[config.mk]
export PLATFORM = sky130hd
export DESIGN_NAME = fetch_pc_unit
export DESIGN_NICKNAME = d
export VERILOG_FILES = /design/src/rtl/fetch_pc_unit_pkg.sv /design/src/rtl/fetch_pc_unit_next_pc_select.sv /design/src/rtl/fetch_pc_unit.sv
export SDC_FILE = /design/constraint.sdc
export NUM_CORES = 1
export LEC_CHECK = 0
export BUFFER_PORTS_ARGS = -buffer_cell sky130_fd_sc_hd__clkbuf_2
export CAP_MARGIN = 0
export CORE_UTILIZATION = 45
export CTS_CLUSTER_SIZE = 10
export DETAILED_ROUTE_END_ITERATION = 16
export PLACE_DENSITY = 0.83
export REMOVE_ABC_BUFFERS = 1
export SLEW_MARGIN = 5
export SYNTH_ARGS = -nofsm -noshare
export SYNTH_HDL_FRONTEND = slang
export SYNTH_SLANG_ARGS = --single-unit
[constraint.sdc]
create_clock -name clk -period 3.6 [get_ports clk]
set_clock_uncertainty 0.2 [all_clocks]
set_input_delay 0.72 -clock clk [delete_from_list [all_inputs] [get_ports clk]]
set_output_delay 0.72 -clock clk [all_outputs]
set_load 0.03 [all_outputs]
[src/rtl/fetch_pc_unit_pkg.sv]
// rtl/fetch_pc_unit_pkg.sv - shared defaults and next-PC select encoding for the fetch unit
package fetch_pc_unit_pkg;

    localparam int          DATA_WIDTH_DEF    = 32;
    localparam logic [31:0] RESET_ADDRESS_DEF = 32'h0000_0000;
    // sll $0,$0,0
    localparam logic [31:0] NOP_DEF           = 32'h0000_0000;

    typedef enum logic [1:0] {
        SEL_SEQ    = 2'd0,
        SEL_BRANCH = 2'd1,
        SEL_JUMP   = 2'd2,
        SEL_JR     = 2'd3
    } next_pc_sel_e;

endpackage

[src/rtl/fetch_pc_unit_next_pc_select.sv]
// rtl/fetch_pc_unit_next_pc_select.sv - next-PC priority mux and redirect target arithmetic
module fetch_pc_unit_next_pc_select
    import fetch_pc_unit_pkg::*;
#(
    parameter int DATA_WIDTH = DATA_WIDTH_DEF
) (
    input  logic [DATA_WIDTH-1:0] i_pc,
    input  logic [DATA_WIDTH-1:0] i_if_id_pcplus4,
    input  logic                  i_if_id_valid,
    input  logic                  i_stall,
    input  logic                  i_branch_taken,
    input  logic [15:0]           i_branch_offset,
    input  logic                  i_jump,
    input  logic [25:0]           i_jump_field,
    input  logic                  i_jump_register,
    input  logic [DATA_WIDTH-1:0] i_register_target,
    output logic [DATA_WIDTH-1:0] o_pc_plus4,
    output logic [DATA_WIDTH-1:0] o_next_pc,
    output next_pc_sel_e          o_sel,
    output logic                  o_misaligned
);

    logic [DATA_WIDTH-1:0] w_branch_target;
    logic [DATA_WIDTH-1:0] w_jump_target;
    logic [DATA_WIDTH-1:0] w_jr_target;

    // Targets are relative to the instruction sitting in ID, not the fetch PC
    always_comb begin
        o_pc_plus4      = i_pc + DATA_WIDTH'(4);
        w_branch_target = i_if_id_pcplus4
                        + {{(DATA_WIDTH-18){i_branch_offset[15]}}, i_branch_offset, 2'b00};
        w_jump_target   = {i_if_id_pcplus4[DATA_WIDTH-1:28], i_jump_field, 2'b00};
        // A misaligned JR target is forced onto a word boundary; the error is flagged separately
        w_jr_target     = {i_register_target[DATA_WIDTH-1:2], 2'b00};
    end

    // Redirects only count when ID holds a real instruction and fetch is not stalled
    always_comb begin
        o_sel = SEL_SEQ;
        if (!i_stall && i_if_id_valid) begin
            if (i_jump_register)     o_sel = SEL_JR;
            else if (i_jump)         o_sel = SEL_JUMP;
            else if (i_branch_taken) o_sel = SEL_BRANCH;
        end
    end

    // Final mux: stall holds the PC, otherwise follow the selected source
    always_comb begin
        o_next_pc    = o_pc_plus4;
        o_misaligned = (o_sel == SEL_JR) && (i_register_target[1:0] != 2'b00);
        if (i_stall) begin
            o_next_pc = i_pc;
        end else begin
            case (o_sel)
                SEL_JR:     o_next_pc = w_jr_target;
                SEL_JUMP:   o_next_pc = w_jump_target;
                SEL_BRANCH: o_next_pc = w_branch_target;
                default:    o_next_pc = o_pc_plus4;
            endcase
        end
    end

endmodule

[src/rtl/fetch_pc_unit.sv]
// rtl/fetch_pc_unit.sv - PC register, next-PC selection and IF/ID pipeline register
module fetch_pc_unit
    import fetch_pc_unit_pkg::*;
#(
    parameter int                    DATA_WIDTH      = DATA_WIDTH_DEF,
    parameter logic [DATA_WIDTH-1:0] RESET_ADDRESS   = DATA_WIDTH'(RESET_ADDRESS_DEF),
    parameter logic [DATA_WIDTH-1:0] NOP_INSTRUCTION = DATA_WIDTH'(NOP_DEF)
) (
    input  logic                  clk,
    input  logic                  reset,
    input  logic                  Stall,
    input  logic                  Flush,
    input  logic                  BranchTaken,
    input  logic [15:0]           BranchOffset,
    input  logic                  Jump,
    input  logic [25:0]           JumpField,
    input  logic                  JumpRegister,
    input  logic [DATA_WIDTH-1:0] RegisterTarget,
    input  logic [DATA_WIDTH-1:0] Instruction,
    output logic [DATA_WIDTH-1:0] PC,
    output logic [DATA_WIDTH-1:0] IF_ID_Instruction,
    output logic [DATA_WIDTH-1:0] IF_ID_PCPlus4,
    output logic                  IF_ID_Valid,
    output logic                  AddressError
);

    logic [DATA_WIDTH-1:0] r_pc;
    logic [DATA_WIDTH-1:0] r_if_id_instr;
    logic [DATA_WIDTH-1:0] r_if_id_pcplus4;
    logic                  r_if_id_valid;
    logic                  r_address_error;

    logic [DATA_WIDTH-1:0] w_pc_plus4;
    logic [DATA_WIDTH-1:0] w_next_pc;
    next_pc_sel_e          w_sel;
    logic                  w_misaligned;
    logic                  w_redirect;

    fetch_pc_unit_next_pc_select #(
        .DATA_WIDTH (DATA_WIDTH)
    ) u_next_pc_select (
        .i_pc              (r_pc),
        .i_if_id_pcplus4   (r_if_id_pcplus4),
        .i_if_id_valid     (r_if_id_valid),
        .i_stall           (Stall),
        .i_branch_taken    (BranchTaken),
        .i_branch_offset   (BranchOffset),
        .i_jump            (Jump),
        .i_jump_field      (JumpField),
        .i_jump_register   (JumpRegister),
        .i_register_target (RegisterTarget),
        .o_pc_plus4        (w_pc_plus4),
        .o_next_pc         (w_next_pc),
        .o_sel             (w_sel),
        .o_misaligned      (w_misaligned)
    );

    assign w_redirect = (w_sel != SEL_SEQ);

    // Program counter; stall hold is already folded into w_next_pc
    always_ff @(posedge clk or negedge reset) begin
        if (!reset) r_pc <= RESET_ADDRESS;
        else        r_pc <= w_next_pc;
    end

    // IF/ID slot: hold on stall, squash on flush or taken redirect, else capture fetch
    always_ff @(posedge clk or negedge reset) begin
        if (!reset) begin
            r_if_id_instr   <= NOP_INSTRUCTION;
            r_if_id_pcplus4 <= '0;
            r_if_id_valid   <= 1'b0;
        end else if (!Stall) begin
            r_if_id_pcplus4 <= w_pc_plus4;
            if (Flush || w_redirect) begin
                r_if_id_instr <= NOP_INSTRUCTION;
                r_if_id_valid <= 1'b0;
            end else begin
                r_if_id_instr <= Instruction;
                r_if_id_valid <= 1'b1;
            end
        end
    end

    // Sticky flag for a misaligned JR target; only reset clears it
    always_ff @(posedge clk or negedge reset) begin
        if (!reset)            r_address_error <= 1'b0;
        else if (w_misaligned) r_address_error <= 1'b1;
    end

    assign PC                = r_pc;
    assign IF_ID_Instruction = r_if_id_instr;
    assign IF_ID_PCPlus4     = r_if_id_pcplus4;
    assign IF_ID_Valid       = r_if_id_valid;
    assign AddressError      = r_address_error;

endmodule

* Word level (Yosys, flattened, before mapping)
Index checks and enable logic that the tools add are counted.
** Word-level totals
- Word-level logic and storage cells :: 23
- Input port bits :: 113
- Flip-flop bits (word level) :: 98
- Output and inout bits :: 98
** Cells by class
- Eq/ne operators :: 3
- Add/subtract/negate cells :: 2
- Reductions and logical operators :: 6
- Muxes and demuxes :: 7
** Operator list (number)
- $pmux W32 S3 :: 1
- $add A32 B3 Y32 const B :: 1
- $add A32 B32 Y32 :: 1
- $mux W32 :: 1
- $mux W2 :: 3
- $eq A2 B2 Y1 const B :: 2
- $reduce_bool A2 Y1 :: 2
- $eq A2 B1 Y1 const B :: 1
- $logic_and A1 B1 Y1 :: 2
- $mux W1 :: 2
- $logic_not A1 Y1 :: 1
- $logic_or A1 B1 Y1 :: 1

* Depth between registers and ports, before layout
Gate-level depths: netlist of run 1.
- Word-level depth :: 7
- Depth in mapped cells :: 9
- Gate-level depth less buffers :: 9

* By module
From an unflattened synthesis of run 1, not the netlist that was laid out.
** Second synthesis, totals
- Cell total of the unflattened synthesis :: 696
- Area, all modules :: 6751.5 µm²
** Modules (own cells, without submodules)
- fetch_pc_unit :: instances 1, cells an instance 211, seq. area each 2452.4 µm², area each 3465.8 µm²
- fetch_pc_unit_next_pc_select :: instances 1, cells an instance 485, seq. area each 0.0 µm², area each 3285.7 µm²

* Least setup slack after synthesis of run 1
OpenSTA, ideal clock, no wires.
- Kind :: input port to flip-flop
- Start :: in BranchOffset[0]
- End :: reg r_pc[30] (netlist: PC[30])
- Library setup time :: 0.124 ns
- Path buffers :: 0
- Setup slack :: 0.318 ns
- Stages :: 9
- Required time :: 3.276 ns
- Arrival :: 2.958 ns
- Cell sequence :: ha_1 fa_1 a21o_1 a311oi_1 nor2_1 a221oi_1 a21oi_1 mux2i_1 a211o_1
** Between the ends
- Cells in the longest elaborated chain, start to end :: 2
** Ends and longest elaborated chain
- start: declaration :: line fetch_pc_unit.sv:14 : input logic [15:0] BranchOffset,
- $add A32 B32 Y32 :: line fetch_pc_unit_next_pc_select.sv:31 : + {{(DATA_WIDTH-18){i_branch_offset[15]}}, i_branch_offset, 2'b00};
- $pmux W32 S3 :: line fetch_pc_unit_next_pc_select.sv:54 : case (o_sel)
- end signal: assignment :: line fetch_pc_unit.sv:63 : else r_pc <= w_next_pc;
- end: declaration :: line fetch_pc_unit.sv:27 : logic [DATA_WIDTH-1:0] r_pc;
Every way passes these cells.
A chain may end at the register's enable or synchronous reset.

* Worst setup path in the final report of run 1
Same ends and word-level chain as after synthesis.

==> results.txt, run 1 <==
R2r worst-path depth: 10
Asr flop ratio synth: 1.00
Core ar.: 14500 sq um
Pin count of the biggest net entering global routing: 73
Wire length on met3: 1730 um
Top cell type's share of synthesized area: 0.368
Post-synthesis sequential area ratio: 0.368
Final worst slack: 0.384 ns
Post-layout util: 0.569
Fmax: 0.311 GHz
Overall power: 5.10 mW
Hold Path Class: primary input to asynchronous set/reset pin
Number of max-cap violations: 0
Number of H-tree levels: 3
Largest family of logic cells by synthesized area: compound AO/OA/AOI/OAI gates
Mux cell area share after synthesis: 0.0173
First-pass GRT wire length: 34000 um
Critical Path End: PC[30]$_DFFE_PN0N_
Die ar.: 15300 sq um
Final Slew Violations: 0
Crit Path Category: primary input to register
Max VDD drop: 0.000344 V
CP peak stage delay: 0.43 ns
Post-CTS Resized: 0
Post-synthesis simple-gate area fraction: 0.162
CTS tree: done
Comb pwr share: 0.476
All-Layer GR Usage: 0.295
Post-synth EDFFs: 0
Residual DRC: 0
Most frequent cells after synthesis: dfrtp_1 (98), nand2_1 (85), o21ai_0 (64), a21oi_1 (45), nor2_1 (44)
Distinct cells, synth: 68
Worst-path clk slew: 0.07 ns
Static Leak: 3.93 nW
GP Congestion: 0.916
Placed Area: 7950 sq um
DRT antenna net count: 0
Rel. slew slack: 0.383
Family with the most delay on the worst path: compound AO/OA/AOI/OAI gates
TritonCTS Sinks: 98
PD cells: 618 nW/um^2
WL/cell: 19.2 um
DP HPWL: 16100 um
Reg2reg end: PC[30]$_DFFE_PN0N_
Setup bufs post-CTS: 0
Crit start category: primary input
CTS Buffer Depth: 2
Final min period: 3.22 ns
Area delta synth->final: 23.9%
Ys flop type: dfrtp_1
# hold bufs at CTS: 0
DRT Wirelength: 21700 um
Switch Pwr: 2.37 mW
Syn avg cell area: 8.89 sq um
#FFs+latches synth: 98
Die span in y: 124 um
DRT iter0 DRCs: 633
Clock Latency Late Sink: 0.36 ns
Arr. time, crit path: 3.25 ns
Die W: 124 um
Met2 WL: 10200 um
Reg2Reg Setup Slack: 0.44 ns
Switching part of the total: 0.464
Via count: 6838
Number of cell rows: 44
Clock power frac: 0.194
Finish-stage setup viols: 0
Worst-path maximum fanout: 3
Synth Area in XOR/XNOR: 0.0605
Synth area leader: dfrtp_1
Synth Warn #: 0
Layout cells sized above 1: 0.286
Tcrit/Tclk final: 0.893
Vias in the first global route: 6334
Post-Layout Inst Area: 8250 sq um
Crit path from: BranchOffset[0]
M1 wire length: 9200 um
Pin slew with the least headroom to its limit: 0.925 ns
Count leader, synth: dfrtp_1
CP required: 3.64 ns
Root Buffer: clkbuf_16
Sum Neg Setup Slack: 0 ns
Area contributors post-synth: dfrtp_1 (37%), ha_1 (5.6%), o21ai_0 (4.8%)
CP Buf/Inv Count: 2
Number of cells on the critical path: 11
1st-pass router iterations: 7
Sequential power share: 0.330
Dpl ws: 0.0339 ns
# port buffers: 210
Internal Power: 2.73 mW
CTS buffer count: 9
Initial antenna violation count: 0
Starting density of the core: 0.460
Io pins: 211
Crit end category: register
Slowest-stage cell, CP: fa_1
DR top layer: met4
Synth Area in Compound Gates: 0.289
RSZ-0062 raised after global routing: false
Fin. Hold Viols: 0
Mapped Area: 6660 sq um
Post-Syn Instances: 749
Post-Synth Adder-Cell Area: 0.0594
Diodes inserted: 0
Status: finished, final reports clean
Cells along the critical path: clkbuf_2 -> ha_1 -> fa_1 -> a21o_1 -> a311oi_1 -> nor2_1 -> a221oi_1 -> buf_4 -> a21oi_1 -> mux2i_1 -> a211o_1
DR vias/cell: 6.04
Reg-to-reg critical path startpoint: IF_ID_PCPlus4[2]$_DFFE_PN0N_
Final net count: 1087
Total global routing overflow: 0
layout make-up:
class	count	area, sq um
Multi-Input combinational cell	587	3940
Tap cell	184	230
Timing Repair Buffer	236	1290
Clock buffer	10	239
Inverter	11	41.3
Fill cell	1359	6230
Clock inverter	6	57.6
Sequential cell	98	2450
how the worst min path moves through the flow:
stage | from | to | slack (ns) | depth (start not counted)
2_1_floorplan | reset | AddressError$_DFFE_PN0P_ | 0.22 | 0
3_3_place_gp | AddressError$_DFFE_PN0P_ | AddressError$_DFFE_PN0P_ | 0.25 | 1
3_5_place_dp | AddressError$_DFFE_PN0P_ | AddressError$_DFFE_PN0P_ | 0.26 | 1
4_1_cts | reset | IF_ID_PCPlus4[21]$_DFFE_PN0N_ | 0.19 | 1
5_1_grt | reset | PC[15]$_DFFE_PN0N_ | 0.22 | 1
6_report | reset | IF_ID_PCPlus4[15]$_DFFE_PN0N_ | 0.18 | 1
registers in the layout, summed over array words and instances, names as in the netlist:
signal and flops:
IF_ID_Instruction 32, IF_ID_PCPlus4 32, PC 32, AddressError 1, IF_ID_Valid 1
metrics by stage:
step,hold WS (ns),std cells
2_1_floorplan,0.224,696
6_report,0.178,1132
3_5_place_dp,0.257,1116
4_1_cts,0.193,1132
3_3_place_gp,0.253,1116
5_1_grt,0.220,1132
power by group through the flow:
stage                     combinational, mW  sequential [mW]  clock (mW)
after floorplan                        1.18             2.08           0
after global placement                 2.38             1.68           0
after detailed placement               2.40             1.69           0
after CTS                              2.41             1.68        1.00
after global routing                   2.64             1.72        1.05
final                                  2.43             1.68       0.990
cells by family (layout without fill, tap and decap cells):
logic type	Yosys count	count (layout)
simple gates	220	220
compound gates	279	279
flops	98	98
xor+xnor	46	46
buf+inv	64	263
fa+ha+maj	31	31
mux	11	11
layout by cell type (no fill, tap or decap), types with 19 or more instances in the layout:
master and n:
buf_4 25, a221oi_1 19, xnor2_1 25, ha_1 30, o21ai_0 64, nor2_1 44, clkbuf_2 208, xor2_1 21
dfrtp_1 98, a22o_1 35, a21oi_1 45, nand2_1 85
metal layers:
layer | vias up | global-route usage
met5 | - | 0
met3 | 41 | 0.0531
met2 | 316 | 0.478
met4 | 0 | 0.120
met1 | 3259 | 0.387
li1 | 3222 | -
(Power assumes the default switching activity.)
==> run 2: changes to the inputs <==
--- a/config.mk
+++ b/config.mk
@@ -10,7 +10,7 @@
 export CORE_UTILIZATION = 45
 export CTS_CLUSTER_SIZE = 10
 export DETAILED_ROUTE_END_ITERATION = 16
-export PLACE_DENSITY = 0.83
+export PLACE_DENSITY = 0.72
 export REMOVE_ABC_BUFFERS = 1
 export SLEW_MARGIN = 5
 export SYNTH_ARGS = -nofsm -noshare
==> run 2 against run 1 <==
  * Clock power about the same
  * Critical path type unchanged
  * Worst hold slack better by 0.095 ns
  * Cell area down 0.24%
  * First-iteration DRC count down 24%
  * Non-clock buffer count down 1
  * Largest cell class unchanged
  * Wire length down 3.2%
==> results.txt, run 2 (same netlist as run 1, synthesis figures left out) <==
Io pins: 211 (unchanged)
Layout cells sized above 1: 0.285 (-0.000754)
Crit start category: primary input
DRT Wirelength: 21100 um (-3.2%)
Critical Path End: PC[30]$_DFFE_PN0N_
Placed Cells: 1115 (-0.090%)
Via count: 6705 (-1.9%)
Die span in y: 124 um (unchanged)
Die ar.: 15300 sq um (unchanged)
Vias in the first global route: 6169 (-2.6%)
Clock Latency Late Sink: 0.36 ns (about the same)
Die W: 124 um (unchanged)
Diodes inserted: 0 (unchanged)
CTS buffer count: 9 (unchanged)
Most frequent cells in the layout: clkbuf_2 (208), dfrtp_1 (98), nand2_1 (85), o21ai_0 (64), a21oi_1 (45)
Status: finished, final reports clean
DRT antenna net count: 0 (unchanged)
Setup bufs post-CTS: 0 (unchanged)
Static Leak: 3.92 nW (-0.23%)
RSZ-0062 raised after global routing: false
Worst-path maximum fanout: 3 (unchanged)
Final min period: 3.28 ns (+0.0632 ns)
WL/cell: 18.6 um (-3.1%)
Starting density of the core: 0.460 (unchanged)
Crit Path Category: primary input to register
Number of H-tree levels: 3 (unchanged)
Most common cell after layout, fill and taps aside: clkbuf_2
Finish-stage setup viols: 0 (unchanged)
Max VDD drop: 0.000309 V (-10%)
Total global routing overflow: 0 (unchanged)
CTS tree: done
Fin. Hold Viols: 0 (unchanged)
First-pass GRT wire length: 32500 um (-4.3%)
TritonCTS Sinks: 98 (unchanged)
R2r worst-path depth: 9 (-1)
Fmax: 0.305 GHz (-1.9%)
Initial antenna violation count: 0 (unchanged)
GP Congestion: 0.935 (+2.1%)
Final Slew Violations: 0 (unchanged)
Tcrit/Tclk final: 0.911 (+0.0176)
Post-layout util: 0.568 (-0.00138)
Reg-to-reg critical path startpoint: IF_ID_PCPlus4[2]$_DFFE_PN0N_
Residual DRC: 0 (unchanged)
Number of cell rows: 44 (unchanged)
CTS Buffer Depth: 2 (unchanged)
Crit path from: BranchOffset[0]
1st-pass router iterations: 5 (-2)
Pin slew with the least headroom to its limit: 1.12 ns (+0.190 ns)
Filler instances: 1354 (-0.37%)
Final Instance Count excl. Fillers: 1131 (-0.088%)
Worst-path clk slew: 0.08 ns (about the same)
DP HPWL: 15900 um (-1.4%)
DRT iter0 DRCs: 483 (-24%)
Placed Area: 7930 sq um (-0.25%)
All-Layer GR Usage: 0.281 (-0.0139)
FF/Latch Area: 2450 sq um (unchanged)
Core ar.: 14500 sq um (unchanged)
Final net count: 1086 (-0.092%)
Number of max-cap violations: 0 (unchanged)
Hold Path Class: primary input to asynchronous set/reset pin
Multi-input logic area: 3940 sq um (unchanged)
# hold bufs at CTS: 0 (unchanged)
Reg2Reg Setup Slack: 0.37 ns (-0.07 ns)
Root Buffer: clkbuf_16
Pin count of the biggest net entering global routing: 87 (+19%)
Arr. time, crit path: 3.33 ns (+0.08 ns)
Post-Layout Inst Area: 8230 sq um (-0.24%)
# port buffers: 210 (unchanged)
Rel. slew slack: 0.254 (-0.129)
DR vias/cell: 5.93 (-1.9%)
Area delta synth->final: 23.6%
CP required: 3.65 ns (about the same)
Post-CTS Resized: 0 (unchanged)
Crit end category: register
Reg2reg end: PC[30]$_DFFE_PN0N_
PD cells: 619 nW/um^2 (about the same)
==> run 2: cell types whose count changed in the layout (fill, tap and decap cells not counted), sizes merged <==
cell	change
buf	-1
==> run 2: layout make-up <==
cell class	instances	share of cell area
clock buffer	10	0.0291
clock inverter	6	0.00700
inverter	11	0.00502
multi-input combinational	587	0.479
sequential	98	0.298
tap	184	0.0280
timing repair buffer	235	0.154
==> run 2: routing by layer <==
metal | vias to the layer above | global-route usage | wire (um)
li1 | 3231 | - | -
met1 | 3150 | 0.371 | 9180
met2 | 294 | 0.457 | 9750
met3 | 30 | 0.0563 | 1660
met4 | 0 | 0.0964 | 469
met5 | - | 0 | 0
==> run 2: where the power goes <==
group | switching, mW | internal (mW) | leakage, nW | total [mW]
clock network | 0.494 | 0.506 | 0.147 | 1.00
logic | 1.52 | 0.886 | 2.54 | 2.41
registers | 0.346 | 1.34 | 1.23 | 1.68
total | 2.36 | 2.73 | 3.92 | 5.09
==> run 2: critical path: stages <==
cell	delay, ns
clkbuf_2	0.09
ha_1	0.22
fa_1	0.41
a21o_1	0.23
a311oi_1	0.45
nor2_1	0.12
a221oi_1	0.45
a21oi_1	0.24
mux2i_1	0.16
a211o_1	0.24
==> run 2: per-stage QoR <==
| step | worst slack (ns) | power, mW | setup TNS, ns | hold slack [ns] |
|---|---|---|---|---|
| floorplan | -0.409 | 3.27 | -4.08 | 0.224 |
| global placement | 0.0464 | 4.05 | 0 | 0.251 |
| detailed placement | -0.0211 | 4.08 | -0.0211 | 0.258 |
| CTS | 0.346 | 5.08 | 0 | 0.278 |
| global route | 0.180 | 5.40 | 0 | 0.306 |
| finish | 0.321 | 5.09 | 0 | 0.273 |
==> run 2: worst min path at each step <==
stage | startpoint | end | slack, ns
finish | reset | IF_ID_PCPlus4[17]$_DFFE_PN0N_ | 0.27
floorplan | reset | AddressError$_DFFE_PN0P_ | 0.22
global route | AddressError$_DFFE_PN0P_ | AddressError$_DFFE_PN0P_ | 0.31
global placement | AddressError$_DFFE_PN0P_ | AddressError$_DFFE_PN0P_ | 0.25
CTS | AddressError$_DFFE_PN0P_ | AddressError$_DFFE_PN0P_ | 0.28
detailed placement | AddressError$_DFFE_PN0P_ | AddressError$_DFFE_PN0P_ | 0.26
